**src/rtl/pwm_fade_pkg.sv**
```systemverilog
// Shared constants and types for the PWM fade sequencer.
// Channel count, command word layout and scheduler states.
package pwm_fade_pkg;

  localparam int CH_W   = 2;
  localparam int NUM_CH = 4;

  localparam int CMD_CH_HI   = 31;
  localparam int CMD_CH_LO   = 30;
  localparam int CMD_DUTY_HI = 19;

  typedef enum logic [1:0] {
    S_WAIT  = 2'd0,
    S_PICK  = 2'd1,
    S_ISSUE = 2'd2
  } fsm_state_e;

endpackage

```
**src/rtl/pwm_rr_picker.sv**
```systemverilog
// Round-robin first-pending finder.
// Searches last_ch+1 .. last_ch+4 (mod NUM_CH).
module pwm_rr_picker
  import pwm_fade_pkg::*;
(
  input  logic [NUM_CH-1:0] pending,
  input  logic [CH_W-1:0]   last_ch,
  output logic              found,
  output logic [CH_W-1:0]   sel_ch
);

  logic [CH_W-1:0] idx;

  always_comb begin
    found  = 1'b0;
    sel_ch = last_ch;
    idx    = last_ch;
    for (int k = 1; k <= NUM_CH; k++) begin
      idx = last_ch + CH_W'(k);
      if (!found && pending[idx]) begin
        found  = 1'b1;
        sel_ch = idx;
      end
    end
  end

endmodule

```
**src/rtl/pwm_fade_sequencer.sv**
```systemverilog
// Ramps four PWM duty values toward host targets, one step per tick,
// sharing a single command word through a round-robin scheduler.
module pwm_fade_sequencer
  import pwm_fade_pkg::*;
#(
  parameter int DUTY_W     = 20,
  parameter int UPDATE_DIV = 1000
) (
  input  logic              clk,
  input  logic              reset,
  input  logic              wr_en,
  input  logic [CH_W-1:0]   wr_ch,
  input  logic [DUTY_W-1:0] wr_target,
  input  logic [DUTY_W-1:0] wr_step,
  output logic [31:0]       command,
  output logic              cmd_strobe,
  output logic [NUM_CH-1:0] at_target,
  output logic              busy
);

  localparam int DIV_W = $clog2(UPDATE_DIV);

  logic [DIV_W-1:0]  div_cnt;
  logic              tick;
  fsm_state_e        state;

  logic [DUTY_W-1:0] cur  [NUM_CH];
  logic [DUTY_W-1:0] tgt  [NUM_CH];
  logic [DUTY_W-1:0] step [NUM_CH];

  logic [CH_W-1:0]   last_ch;
  logic [CH_W-1:0]   sel_ch;
  logic [NUM_CH-1:0] pending;
  logic              found;
  logic [CH_W-1:0]   pick_ch;

  logic [DUTY_W-1:0]        p_cur;
  logic [DUTY_W-1:0]        p_tgt;
  logic [DUTY_W-1:0]        p_step;
  logic [DUTY_W-1:0]        nxt_cur;
  logic signed [DUTY_W:0]   diff;
  logic [DUTY_W:0]          mag;
  logic [31:0]              cmd_nxt;

  assign tick = (div_cnt == DIV_W'(UPDATE_DIV - 1));

  always_comb begin
    for (int i = 0; i < NUM_CH; i++) begin
      pending[i] = (cur[i] != tgt[i]);
    end
  end

  assign at_target = ~pending;
  assign busy      = |pending;

  pwm_rr_picker u_picker (
    .pending (pending),
    .last_ch (last_ch),
    .found   (found),
    .sel_ch  (pick_ch)
  );

  // Signed distance one bit wider than duty so nothing wraps.
  always_comb begin
    p_cur  = cur[pick_ch];
    p_tgt  = tgt[pick_ch];
    p_step = step[pick_ch];
    diff   = $signed({1'b0, p_tgt}) - $signed({1'b0, p_cur});
    mag    = diff[DUTY_W] ? $unsigned(-diff) : $unsigned(diff);
    if (p_step == '0 || mag <= {1'b0, p_step}) begin
      nxt_cur = p_tgt;
    end else if (diff[DUTY_W]) begin
      nxt_cur = p_cur - p_step;
    end else begin
      nxt_cur = p_cur + p_step;
    end
  end

  always_comb begin
    cmd_nxt = '0;
    cmd_nxt[CMD_CH_HI:CMD_CH_LO] = pick_ch;
    cmd_nxt[CMD_DUTY_HI:0]       = nxt_cur;
  end

  always_ff @(posedge clk) begin
    if (reset) begin
      div_cnt    <= '0;
      state      <= S_WAIT;
      last_ch    <= CH_W'(NUM_CH - 1);
      sel_ch     <= '0;
      command    <= '0;
      cmd_strobe <= 1'b0;
      for (int i = 0; i < NUM_CH; i++) begin
        cur[i]  <= '0;
        tgt[i]  <= '0;
        step[i] <= '0;
      end
    end else begin
      div_cnt    <= tick ? '0 : div_cnt + 1'b1;
      cmd_strobe <= 1'b0;
      if (wr_en) begin
        tgt[wr_ch]  <= wr_target;
        step[wr_ch] <= wr_step;
      end
      // Command and strobe are both valid during the S_ISSUE cycle.
      unique case (state)
        S_WAIT: begin
          if (tick) state <= S_PICK;
        end
        S_PICK: begin
          if (!found) begin
            state <= S_WAIT;
          end else begin
            cur[pick_ch] <= nxt_cur;
            sel_ch       <= pick_ch;
            command      <= cmd_nxt;
            cmd_strobe   <= 1'b1;
            state        <= S_ISSUE;
          end
        end
        S_ISSUE: begin
          last_ch <= sel_ch;
          state   <= S_WAIT;
        end
        default: state <= S_WAIT;
      endcase
    end
  end

endmodule
```
**config.mk**
```make
export PLATFORM = sky130hd
export DESIGN_NAME = pwm_fade_sequencer
export DESIGN_NICKNAME = d
export VERILOG_FILES = /design/src/rtl/pwm_fade_pkg.sv /design/src/rtl/pwm_rr_picker.sv /design/src/rtl/pwm_fade_sequencer.sv
export SDC_FILE = /design/constraint.sdc
export NUM_CORES = 1
export LEC_CHECK = 0
export CAP_MARGIN = 10
export CORE_MARGIN = 3
export CORE_UTILIZATION = 55
export CTS_CLUSTER_DIAMETER = 100
export DETAILED_ROUTE_END_ITERATION = 7
export HOLD_SLACK_MARGIN = 0.1
export PLACE_DENSITY_LB_ADDON = 0.3
export SLEW_MARGIN = 20
export SYNTH_ARGS = -nofsm -noshare
export SYNTH_HDL_FRONTEND = slang
export SYNTH_SLANG_ARGS = --single-unit
```
**constraint.sdc**
```tcl
create_clock -name clk -period 14.2 [get_ports clk]
set_clock_uncertainty 0.05 [all_clocks]
set_input_delay 2.84 -clock clk [delete_from_list [all_inputs] [get_ports clk]]
set_output_delay 2.84 -clock clk [all_outputs]
set_load 0.01 [all_outputs]
```
# --- Word-level counts from Yosys, hierarchy flattened ---
# Memories as Yosys holds them, arrays and structs flattened.
# Index checks and enable logic that the tools add are counted.
# W data, S select, Z words.
op_classes:
  add_sub_neg: 8
  order_cmp: 5
  n_eq_ne: 8
  mux: 40
  bitwise_logic: 1
  n_reduce_logical: 15
op_table:
  columns: ["cell", "count"]
  rows:
  - ["$mux W20", 5]
  - ["$ne A20 B20 Y1", 4]
  - ["$reduce_or A20 Y1", 3]
  - ["$le A21 B20 Y1", 1]
  - ["$mux W21", 1]
  - ["$neg A21 Y21", 1]
  - ["$sub A20 B20 Y21", 1]
  - ["$add A20 B20 Y20", 1]
  - ["$logic_not A20 Y1", 1]
  - ["$mux W1", 20]
  - ["$sub A20 B20 Y20", 1]
  - ["$mux W2", 9]
  - ["$lt A2 B3 Y1 const B", 4]
  - ["$add A10 B1 Y10 const B", 1]
  - ["$eq A10 B10 Y1 const B", 1]
  - ["$bmux W1 S2", 4]
  - ["$add A2 B2 Y2 const B", 2]
  - ["$not A4 Y4", 1]
  - ["$pmux W2 S2", 1]
  - ["$reduce_or A4 Y1", 1]
  - ["$logic_and A1 B1 Y1", 3]
  - ["$logic_not A1 Y1", 3]
  - ["$add A2 B1 Y2 const B", 1]
  - ["$eq A2 B1 Y1 const B", 1]
  - ["6 further kinds", 6]
word_totals:
  regBits: 39
  ramBits: 240
  input_bits: 45
  n_memories: 3
mem_list:
  columns: ["memory", "depth", "word_bits", "read_ports", "rd_ports_with_merged_regs", "write_ports", "line_no", "rtl"]
  rows:
  - ["cur", 4, 20, 5, 0, 4, "pwm_fade_sequencer.sv:27", "logic [DUTY_W-1:0] cur [NUM_CH];"]
  - ["step", 4, 20, 1, 0, 4, "pwm_fade_sequencer.sv:29", "logic [DUTY_W-1:0] step [NUM_CH];"]
  - ["tgt", 4, 20, 5, 0, 4, "pwm_fade_sequencer.sv:28", "logic [DUTY_W-1:0] tgt [NUM_CH];"]

# --- Depth between registers and ports, before layout ---
# An unclocked memory read counts as a cell.
depth:
  ltp_word: 22
  ltp_mapped: 44
  ltp_nobuf: 37

# --- Cells and area by module ---
# Synthesis repeated with hierarchy kept, for this count alone.
hier_totals:
  hier_cells: 1405
  hier_area_um2: 16315.6
modules_own_cells:
  columns: ["module", "n_inst", "cells_each", "area_per_inst_um2", "seq_area_each_um2"]
  rows:
  - ["pwm_fade_sequencer", 1, 1391, 16233.1, 7947.6]
  - ["pwm_rr_picker", 1, 14, 82.6, 0.0]

# --- Least setup slack after synthesis ---
# Ideal clock, no wire load.
synth_path:
  kind: "register to register"
  start: "memory cur[1][18]"
  end: "memory cur[3][19], data pin"
  setup_ns: 0.272
  arrival_time_ns: 8.886
  required_time_ns: 13.878
  path_slack_ns: 4.992
  stages_incl_launch_ff: 44
  n_path_buf: 7
  path_cell_list: "edfxtp_1 xor2_1 nor4_1 nand3_1 nor3_4 o32ai_1 a32oi_1 o21a_1 buf_2 buf_2 buf_2 buf_1 clkbuf_1 mux2i_1 ha_1 inv_1 fa_1 a21oi_2 [8 not listed] clkbuf_1 buf_1 nand2_1 o21ai_0 ha_1 nor2b_1 o21ai_0 a21boi_0 or3_1 a21o_1 a31o_2 and3_1 o22ai_1 o21ai_0 a31oi_1 xnor2_1 xnor2_1 a211oi_1"
synth_lines:
  columns: ["element", "line_no"]
  rows:
  - ["start: declaration", "pwm_fade_sequencer.sv:27"]

==> flow_summary.json <==
{
  "place.gp.congestion": 0.933,
  "maxCapViolCount": 0,
  "worst_slew_pin_slew_ns": 0.978,
  "synth_compound_area_frac": 0.0924,
  "ys_top_cells_by_count": "edfxtp_1, and2_1, nor2_1, mux2i_1, xor2_1",
  "synth-edff-count": 240,
  "post-route-period-util": 0.767,
  "num_vias": 11700,
  "synth_area_sq_um": 16600,
  "final_cell_area_sq_um": 18600,
  "ant_nets": 0,
  "core_area_sq_um": 29200,
  "outcome": "finished, final reports clean",
  "clock_latency_ns": 0.57,
  "postCtsSetupBuffers": 0,
  "synth_seq_cells": 277,
  "yosys.area.top_type_share": 0.435,
  "setup_viol": 0,
  "hold_buffers": 0,
  "r2r_setup_slack_ns": 3.30,
  "hold_class": "reg -> reg",
  "synth_area_leaders": "edfxtp_1, mux2i_1, and2_1",
  "synth_async_sr_flop_share": 0,
  "start_util": 0.568,
  "hp-start": "state[0]$_SDFFE_PP0P_",
  "worstPathArrival_ns": 11.11,
  "power.leakage_uw": 0.00705,
  "yosysUniqueCellTypes": 80,
  "regToRegStartpoint": "cur[1][12]$_SDFFCE_PN0P_",
  "post_synth_xor_area_fraction": 0.0814,
  "rows": 62,
  "post_cts_resized": 0,
  "yosys.area_share.simple": 0.162,
  "syn_avg_cell_area_sq_um": 11.2,
  "critPathCaptureType": "flip-flop",
  "yosys.area_share.adder": 0.0492,
  "reg2regPathDepth": 38,
  "die_w_um": 180,
  "path_common_cell": "o21ai_0",
  "fin_crit_ns": 10.90,
  "finalSetupTns_ns": 0,
  "relSlewSlack": 0.347,
  "grt_pass1_vias": 11600,
  "maxSlewViolCount": 0,
  "die_height_um": 180,
  "grt_use_total": 0.261,
  "required_ns": 14.42,
  "ys_warn_count": 0,
  "synth_top_area_cell": "edfxtp_1",
  "drtIter0Drc": 1136,
  "highest_layer": "met5",
  "final_nets": 1645,
  "detailed_place_hpwl_mm": 29.7,
  "setup.worst_path.class": "reg -> reg",
  "wl_mm": 43.4,
  "cpMaxStageDelayCell": "o21a_4",
  "hold_slack_ns": 0.382,
  "hold_violations": 0,
  "drt_first_pass_iters": 5,
  "viasPerCell": 6.03,
  "cpPeakStageDelay_ns": 0.76,
  "wl_per_cell_um": 22.3,
  "cts_root_buf": "clkbuf_16",
  "yosys.cell_count.top_type": "edfxtp_1",
  "cts_buffers": 29,
  "cp_num_buf_inv": 2,
  "antenna_cells": 0,
  "area_growth_pct": 12.1,
  "critPathMaxFanout": 62,
  "drcViolationCount": 0,
  "io_pins": 83,
  "holdPathStages": 1,
  "synthCells": 1480,
  "synth-seq-area-share": 0.480,
  "final_layout_size_suffix_gt1_frac": 0.0975,
  "critical_path.startpoint_type": "flip-flop",
  "clock_path_buffers": 3,
  "synth_top_family_by_area": "simple AND/OR/NAND/NOR gates",
  "min_to": "state[0]$_SDFFE_PP0P_",
  "clk_pin_slew_ns": 0.06,
  "cts.sinks": 277,
  "critical-path-top-delay-family": "compound AO/OA/AOI/OAI gates",
  "wl_met2_mm": 20.0,
  "synth.mux.area_fraction": 0.103,
  "die-area_sq_um": 32200,
  "tritoncts": "yes",
  "synth_flop_cell": "edfxtp_1",
  "h-tree-depth": 1,
  "wirelength_met1_mm": 18.1,
  "grt_overflow": 0,
  "grt_max_degree": 66,
  "io_buffers": 72,
  "grt_pass1_wl_mm": 66.3,
  "regToRegEndpoint": "cur[2][19]$_SDFFCE_PN0P_",
  "max_freq_mhz": 91.8,
  "antenna_found_initial": 1,
  "dpl-instance-area_sq_um": 17600,
  "ir_drop_mv": 0.0840,
  "rsz0062_at_grt": "false",
  "p_per_area_nw_per_um2": 118,
  "wl_met3_mm": 3.67
}
## logic make-up (layout without fill, tap and decap cells)
family,after synthesis,after routing
AO/OA/AOI/OAI,217,217
XOR/XNOR,154,154
adder cells (fa/ha/maj),64,64
buffers and inverters,117,187
flip-flops,277,277
multiplexers,162,162
other,1,10
AND/OR/NAND/NOR,488,488
## metrics by stage
| stage | setup WS, ns | power, uW | utilization | cells |
|---|---|---|---|---|
| CTS | 3.60 | 2210 | 0.637 | 1943 |
| global route | 2.56 | 2290 | 0.637 | 1943 |
| floorplan | 4.99 | 1320 | - | 1489 |
| detailed placement | 3.70 | 1460 | 0.604 | 1889 |
| finish | 3.30 | 2200 | 0.637 | 1943 |
| global placement | 3.96 | 1450 | 0.604 | 1889 |
## flip-flops by register name, indices dropped and copies added (netlist names)
register and cells:
cur 80, step 80, tgt 80, command 20, div_cnt 10, last_ch 2, sel_ch 2, state 2
cmd_strobe 1
## worst max path at each step
stage                        startpoint                        to  slack, ns  depth (start not counted)
2_1_floorplan  cur[1][18]$_SDFFCE_PN0P_      cur[3][19]$_DFFE_PP_       4.99                         43
3_3_place_gp    cur[0][4]$_SDFFCE_PN0P_  cur[2][19]$_SDFFCE_PN0P_       3.96                         38
3_5_place_dp        tgt[3][2]$_DFFE_PP_  cur[2][19]$_SDFFCE_PN0P_       3.70                         38
4_1_cts        cur[1][12]$_SDFFCE_PN0P_  cur[2][19]$_SDFFCE_PN0P_       3.60                         38
5_1_grt        cur[1][12]$_SDFFCE_PN0P_  cur[2][19]$_SDFFCE_PN0P_       2.56                         38
6_report       cur[1][12]$_SDFFCE_PN0P_  cur[2][19]$_SDFFCE_PN0P_       3.30                         38
## area by class of cell
| type | count | area (sq um) |
|---|---|---|
| fillers | 2298 | 10600 |
| multi-input cells | 1095 | 8170 |
| flip-flops and latches | 277 | 7950 |
| clock buffers | 48 | 897 |
| repair buffers | 94 | 886 |
| well taps | 384 | 480 |
| inverters | 39 | 146 |
| clock inverters | 6 | 51.3 |
## layer usage
layer / vias up / GRT usage
met1: 5652 / 0.357
met4: 2 / 0.0996
met2: 526 / 0.421
met3: 112 / 0.0437
li1: 5432 / -
met5: - / 0
## power by group
part | switching [uW] | internal, uW | leakage (uW)
clock network | 317 | 431 | 0.000466
logic | 306 | 191 | 0.00390
registers | 25.4 | 930 | 0.00268
## placed cells by master (no fill, tap or decap), types with 11 or more instances in the layout
master,netlist,layout
a31oi_1,13,12
nand4_1,14,14
nor2_1,134,134
mux2_2,34,34
a211oi_2,11,11
nor3_1,21,20
nand3_1,14,14
nor2b_1,25,24
a21o_1,25,25
inv_1,39,39
xnor2_1,66,66
a211oi_1,31,31
dfxtp_1,37,37
clkdlybuf4s50_1,0,72
xor2_1,88,88
ha_1,62,62
o21a_1,13,12
nor4_1,17,17
buf_4,13,22
mux2i_1,118,117
and2_1,163,163
edfxtp_1,240,240
nand2_1,45,45
a21oi_1,48,48
o21ai_0,30,30
clkbuf_16,0,29
No activity file was read; power rests on OpenSTA's default activity.
